==> src/rtl/lr_shift_stream_pkg.sv <==
// Shared types and helpers for the left-right shift stream and its shifter core.
package lr_shift_stream_pkg;

   typedef enum logic {
      SHIFT_LEFT  = 1'b0,
      SHIFT_RIGHT = 1'b1
   } shift_dir_e;

   // Ceiling log2 for parameter-derived widths; 64-bit compare avoids sign wrap at bit 31.
   function automatic int clog2(input int value);
      int r;
      r = 0;
      for (int i = 0; i < 32; i++) begin
         if ((longint'(1) << i) < longint'(value)) r = i + 1;
      end
      return r;
   endfunction

endpackage

==> src/rtl/lr_shift_stream_core.sv <==
// Combinational logical shifter: zero-fill left or right shift, result truncated to width.
module lr_shift_core
   import lr_shift_stream_pkg::*;
#(
   parameter int width   = 8,
   parameter int shift_w = clog2(width)
) (
   input  logic [width-1:0]   data,
   input  logic [shift_w-1:0] shift,
   input  shift_dir_e         dir,
   output logic [width-1:0]   result
);

   always_comb begin
      result = '0;
      if (dir == SHIFT_LEFT) result = data << shift;
      else                   result = data >> shift;
   end

endmodule

==> src/rtl/lr_shift_stream.sv <==
// Command FIFO feeding a shifter core into a registered valid/ready output; 2-cycle minimum latency.
// A stalled output holds its data and lets the FIFO fill until in_ready drops at full.
module lr_shift_stream
   import lr_shift_stream_pkg::*;
#(
   parameter int width = 8,
   parameter int depth = 4
) (
   input  logic                     clk,
   input  logic                     rst,
   input  logic                     in_valid,
   output logic                     in_ready,
   input  logic [width-1:0]         in_bits,
   input  logic [clog2(width)-1:0]  in_shift,
   input  logic                     in_dir,
   output logic                     out_valid,
   input  logic                     out_ready,
   output logic [width-1:0]         out_bits,
   output logic [clog2(depth):0]    count
);

   localparam int shift_w = clog2(width);
   localparam int ptr_w   = clog2(depth);
   localparam logic [ptr_w:0] full_count = (ptr_w + 1)'(depth);

   typedef struct packed {
      logic [width-1:0]   bits;
      logic [shift_w-1:0] shift;
      shift_dir_e         dir;
   } cmd_t;

   cmd_t               fifo_mem [depth];
   cmd_t               head;
   logic [ptr_w-1:0]   wr_ptr;
   logic [ptr_w-1:0]   rd_ptr;
   logic               push;
   logic               pop;
   logic               out_free;
   logic [width-1:0]   shifted;

   // Full blocks input even when the output is draining this cycle.
   assign in_ready = (count != full_count);
   assign push     = in_valid & in_ready;
   assign out_free = ~out_valid | out_ready;
   assign pop      = (count != '0) & out_free;
   assign head     = fifo_mem[rd_ptr];

   lr_shift_core #(
      .width   (width),
      .shift_w (shift_w)
   ) u_core (
      .data   (head.bits),
      .shift  (head.shift),
      .dir    (head.dir),
      .result (shifted)
   );

   // Storage needs no reset: count gates every read.
   always_ff @(posedge clk) begin
      if (push) begin
         fifo_mem[wr_ptr] <= '{bits: in_bits, shift: in_shift, dir: shift_dir_e'(in_dir)};
      end
   end

   always_ff @(posedge clk or negedge rst) begin
      if (!rst) begin
         wr_ptr <= '0;
         rd_ptr <= '0;
         count  <= '0;
      end else begin
         if (push) wr_ptr <= wr_ptr + 1'b1;
         if (pop)  rd_ptr <= rd_ptr + 1'b1;
         case ({push, pop})
            2'b10:   count <= count + 1'b1;
            2'b01:   count <= count - 1'b1;
            default: count <= count;
         endcase
      end
   end

   always_ff @(posedge clk or negedge rst) begin
      if (!rst) begin
         out_valid <= 1'b0;
         out_bits  <= '0;
      end else if (pop) begin
         out_valid <= 1'b1;
         out_bits  <= shifted;
      end else if (out_ready) begin
         out_valid <= 1'b0;
      end
   end

endmodule

==> config.mk <==
export PLATFORM = sky130hd
export DESIGN_NAME = lr_shift_stream
export DESIGN_NICKNAME = d
export VERILOG_FILES = /design/src/rtl/lr_shift_stream_pkg.sv /design/src/rtl/lr_shift_stream_core.sv /design/src/rtl/lr_shift_stream.sv
export SDC_FILE = /design/constraint.sdc
export NUM_CORES = 1
export LEC_CHECK = 0
export BUFFER_PORTS_ARGS = -buffer_cell sky130_fd_sc_hd__buf_4
export CORE_UTILIZATION = 45
export DETAILED_ROUTE_END_ITERATION = 10
export SYNTH_ARGS = -nofsm -noshare
export SYNTH_HDL_FRONTEND = slang
export SYNTH_SLANG_ARGS = --single-unit
==> constraint.sdc <==
create_clock -name clk -period 3.03 [get_ports clk]
set_input_delay 0.909 -clock clk [delete_from_list [all_inputs] [get_ports clk]]
set_output_delay 0.909 -clock clk [all_outputs]
set_load 0.1 [all_outputs]
; ---- Yosys cells after proc, flatten, opt, wreduce, memory -nomap -nowiden
; Memories as Yosys holds them, arrays and structs flattened.
; Cells that the tools add are included.
[totals]
reg_bits = 16
ramBits = 48
input_bits = 16
output_inout_bits = 13
wordCells = 28
mem_count = 1
[memory_table]
columns = memory, depth, word_bits, rd, rd_ports_with_merged_regs, wr, line
row1 = fifo_mem, 4, 12, 1, 0, 1, lr_shift_stream.sv:32  ; cmd_t fifo_mem [depth];
[op_classes]
addsub = 4
n_eq_ne = 3
shift = 2
mux = 6
bitwise_logic = 4
reduce_logical = 3
[ops]
columns = cell, count
row1 = $mux W8, 1
row2 = $shl A8 B3 Y8, 1
row3 = $shr A8 B3 Y8, 1
row4 = $pmux W3 S2, 1
row5 = $add A2 B1 Y2 const B, 2
row6 = $mux W1, 4
row7 = $reduce_bool A2 Y1, 2
row8 = $add A3 B1 Y3 const B, 1
row9 = $ne A3 B3 Y1 const B, 1
row10 = $reduce_bool A3 Y1, 1
row11 = $sub A3 B1 Y3 const B, 1
row12 = $and A1 B1 Y1, 2
row13 = $eq A2 B1 Y1 const B, 1
row14 = $eq A2 B2 Y1 const B, 1
row15 = $not A1 Y1, 1
row16 = $or A1 B1 Y1, 1

; ---- Logic depth before layout (Yosys ltp)
[logic_depth]
depth_word = 5
depth_mapped = 11
depth_no_buf = 10

; ---- By module
; Synthesis repeated with hierarchy kept, for this count alone.
[hier_totals]
cells_unflattened = 190
hier_area_um2 = 3042.9
[by_module_without_submodules]
columns = module, n_inst, cells_per_inst, area_per_inst_um2, seq_area_each_um2
row1 = lr_shift_stream, 1, 117, 2482.4, 1841.8
row2 = lr_shift_core, 1, 73, 560.5, 0.0

; ---- Worst setup path before layout
; OpenSTA, ideal clock, no wires.
[synth_timing]
kind = register -> register
start = register count[2]
end = register count[2]
setup_ns = 0.163
arrival_time_ns = 3.536
required_ns = 2.867
setup_slack_ns = -0.669
stages_incl_launch_ff = 10
path_buffers = 0
period_less_slack_ns = 3.699
path_cell_list = dfrtp_1 nand3_1 and2_1 inv_1 ha_1 inv_1 fa_1 xor2_1 nor2_1 xor2_1
[synth_via]
elab_chain_len = 4
word_cells_on_any_way = 10
cone_classes = 2 x add/sub / 3 x eq/ne / 1 x mux / 2 x bitwise / 2 x reduce/logical
[synth_rtl]
columns = item, line
row1 = "start, declared", lr_shift_stream.sv:19  ; output logic [clog2(depth):0] count
row2 = "start signal, assigned", lr_shift_stream.sv:74  ; 2'b10: count <= count + 1'b1;
row3 = "start signal, assigned", lr_shift_stream.sv:75  ; 2'b01: count <= count - 1'b1;
row4 = "start signal, assigned", lr_shift_stream.sv:76  ; default: count <= count;
row5 = $ne A3 B3 Y1 (*), lr_shift_stream.sv:42  ; assign in_ready = (count != full_count);
row6 = via in_ready, lr_shift_stream.sv:12  ; output logic in_ready,
row7 = $and A1 B1 Y1 (*), lr_shift_stream.sv:43  ; assign push = in_valid & in_ready;
row8 = $eq A2 B1 Y1 / $eq A2 B2 Y1 (equally long branches), lr_shift_stream.sv:73  ; case ({push, pop})
row9 = $pmux W3 S2 / $reduce_bool A2 Y1 (equally long branches), --
; Mark *: on every way through the listed nets, which the timed path passes. The rest lies on a longest branch.
; A chain may end at the register's enable or synchronous reset.

; ---- Worst setup path after layout
[layout_timing]
start = register rd_ptr[0]
end = register out_bits[3]
[layout_via]
elab_chain_len = 3
word_cells_on_any_way = 4
cone_classes = 2 x shift / 1 x mux / 1 x memory
[layout_rtl]
columns = item, line
row1 = "start, declared", lr_shift_stream.sv:35  ; logic [ptr_w-1:0] rd_ptr;
row2 = "start signal, assigned", lr_shift_stream.sv:72  ; if (pop) rd_ptr <= rd_ptr + 1'b1;
row3 = $mem_v2 Z4 W12 (*), --
row4 = $shl A8 B3 Y8 / $shr A8 B3 Y8 (equally long branches), "lr_shift_stream_core.sv:16, lr_shift_stream_core.sv:17"
row5 = $mux W8 (*), lr_shift_stream_core.sv:16  ; if (dir == SHIFT_LEFT) result = data << shift;
row6 = "end signal, assigned", lr_shift_stream.sv:87  ; out_bits <= shifted;
row7 = "end, declared", lr_shift_stream.sv:18  ; output logic [width-1:0] out_bits,
; Every way passes the cells marked *; elsewhere a longest branch is shown, timed or not.

==> results.json <==
{
  "timing.critical_path.arrival_ns": 2.62,
  "die_width_um": 84.4,
  "cp_data_required_time_ns": 3.28,
  "ys_seq_elements": 64,
  "clock_sink_count": 64,
  "drive_gt1_frac": 0.269,
  "synth.largest_area_cell": "edfxtp_1",
  "netlist_top_cells_count": "edfxtp_1, dfrtp_1, mux2i_1, nand2_1, mux4_2",
  "post-route-drc-count": 2,
  "proportion_of_synthesized_chip_area_in_sequential_cells": 0.603,
  "clk_transition_reported_paths_ns": 0.08,
  "syn2layout_area_growth_pct": 14.6,
  "netlist_top_cells_area": "edfxtp_1, dfrtp_1, mux4_2",
  "detailed_place_hpwl_mm": 3.70,
  "run_status": "finished with violations",
  "first_global_vias": 1786,
  "final_hold_viol_count": 0,
  "synth.net_count": 232,
  "num_antenna_cells": 0,
  "routed_wire_length_per_instance_um": 17.2,
  "dpl.cell_count": 306,
  "pin_count": 29,
  "cts_htree_levels": 3,
  "post-place-ws_ns": 0.487,
  "critical_path_type": "register to register",
  "buffer_ports.inserted": 28,
  "max-cap-violations": 0,
  "final_net_count": 262,
  "worstHoldPathType": "input port to asynchronous set/reset pin",
  "final_max_slew_viol_count": 0,
  "synth_async_sr_flop_share": 0.250,
  "tritoncts": "yes",
  "clock_tree.buffer_depth": 2,
  "critPathCaptureType": "register",
  "fin_crit_ns": 2.37,
  "y_dimension_of_the_die_um": 84.4,
  "cts_root_buffer": "clkbuf_8",
  "slew-limit-headroom": 0.562,
  "floorplan.core_area_um2": 6460,
  "number_of_search_and_repair_iterations_in_the_first_detailed_routing_pass": 7,
  "rr_worst_depth": 5,
  "cts_buffers": 9,
  "mappedNetlistArea_um2": 3050,
  "leading_cell_type_by_number_of_instances_after_synthesis": "edfxtp_1",
  "finalWeightedCongestion": 0.819,
  "crit_start": "rd_ptr[0]",
  "setup_viol": 0,
  "worstReg2RegStart": "rd_ptr[0]",
  "routed_wl_mm": 5.53,
  "start_util": 0.473,
  "grt_setup_unrepaired": "no",
  "tns_ns": 0,
  "synthesized_instance_count": 210,
  "global_route.usage.total": 0.171,
  "ctsResizeCount": 0,
  "routed_via_density": 5.54,
  "critPathMaxFanout": 25,
  "violations": "design-rule violations",
  "clk-insertion-delay-late_ns": 0.33,
  "cts_setup_buffers": 0,
  "multiInputGateArea_um2": 1090,
  "finalHoldWorstSlack_ns": 0.420,
  "synth-edff-count": 48,
  "register_area_um2": 1840,
  "detailedRoute.firstIterationViolations": 90,
  "grt_pass1_wl_mm": 9.23,
  "cts_hold_buf": 0,
  "final.period_utilization": 0.781,
  "antenna_left": 0,
  "fmax_ghz": 0.422,
  "fin_cells": 322,
  "grt-ovfl-total": 0,
  "setup_ws_ns": 0.662,
  "pin_count_of_the_biggest_net_entering_global_routing": 26,
  "worst-slew-pin-transition_ns": 0.657,
  "crit_path_start_kind": "register",
  "area_enclosed_by_the_die_boundary_um2": 7120,
  "synth.avg_cell_area_um2": 14.5,
  "layout.filler_cells": 566,
  "fin_skew_ns": 0.00822,
  "std_cell_rows": 29,
  "grt_antenna_before_repair": 0,
  "synthFlopType": "edfxtp_1",
  "synth.top_cell.area_share": 0.472,
  "vias": 1785,
  "synth.distinct_cells": 48,
  "synthesis.yosys.warnings": 0
}
==> through the flow <==
stage	cell area (um^2)	util
detailed placement	3310	0.512
CTS	3500	0.542
finish	3500	0.542
global route	3500	0.542
global placement	3310	0.512
floorplan	3070	-
==> metal layers <==
metal	up-vias	global-route usage	wire [um]
met4	0	0.0647	67
met3	8	0.0364	177
met2	36	0.270	2560
li1	860	-	-
met1	881	0.237	2720
met5	-	0	0
==> cells by family (layout without fill, tap and decap cells) <==
group                    count (synthesis)  after routing  share of synthesized area
flip-flops                              64             64                      0.603
XOR/XNOR                                 6              6                     0.0172
adder cells (fa/ha/maj)                  6              6                     0.0270
multiplexers                            31             31                      0.156
AND/OR/NAND/NOR                         46             46                     0.0791
AO/OA/AOI/OAI                           34             34                     0.0750
buffers and inverters                   23             58                     0.0430
==> layout by cell type, fill, tap and decap left out, types with 2 or more instances in the layout <==
cell type / n
xnor2_1: 4
mux2_4: 2
o21ai_0: 3
inv_1: 11
mux2i_1: 13
clkbuf_8: 9
mux2_2: 2
mux4_2: 12
nor2_1: 10
nand3b_1: 3
o211ai_1: 2
o21ai_1: 4
edfxtp_1: 48
ha_1: 5
xor2_1: 2
nand2b_1: 4
nor3_1: 2
nand2_1: 13
mux2_1: 2
a21oi_1: 6
and3_1: 4
dfrtp_1: 16
a31oi_1: 7
buf_4: 31
clkinvlp_4: 2
==> area by class of cell <==
cell class                 instances  share of cell area
sequential                        64               0.526
multi-input combinational        123               0.312
timing repair buffer              31              0.0665
clock buffer                       9              0.0354
tap                               77              0.0275
clock inverter                     7              0.0204
inverter                          11              0.0118
==> final timing paths <==
| check | endpoint | slack [ns] |
|---|---|---|
| worst min register to register | out_valid | 0.51 |
| min in group clk | out_valid | 0.51 |
| worst max-delay path | out_bits[3] | 0.66 |
| max in group asynchronous | out_bits[3] | 2.43 |
| worst max register to register | out_bits[3] | 0.66 |
| worst min-delay path | out_bits[2] | 0.42 |
==> flip-flops by register name, indices dropped and copies added, names as in the netlist <==
register	count
wr_ptr	2
rd_ptr	2
count	3
out_bits	8
fifo_mem	48
out_valid	1
==> critical path, cell delays in order (launching register included) <==
cell,delay (ns)
dfrtp_1,0.47
buf_4,0.29
mux4_2,0.80
mux2_1,0.42
nand2b_1,0.15
a31oi_1,0.16
Power is not shown: default switching activity piles up to over one toggle a cycle in this logic, so the estimate is an artifact.
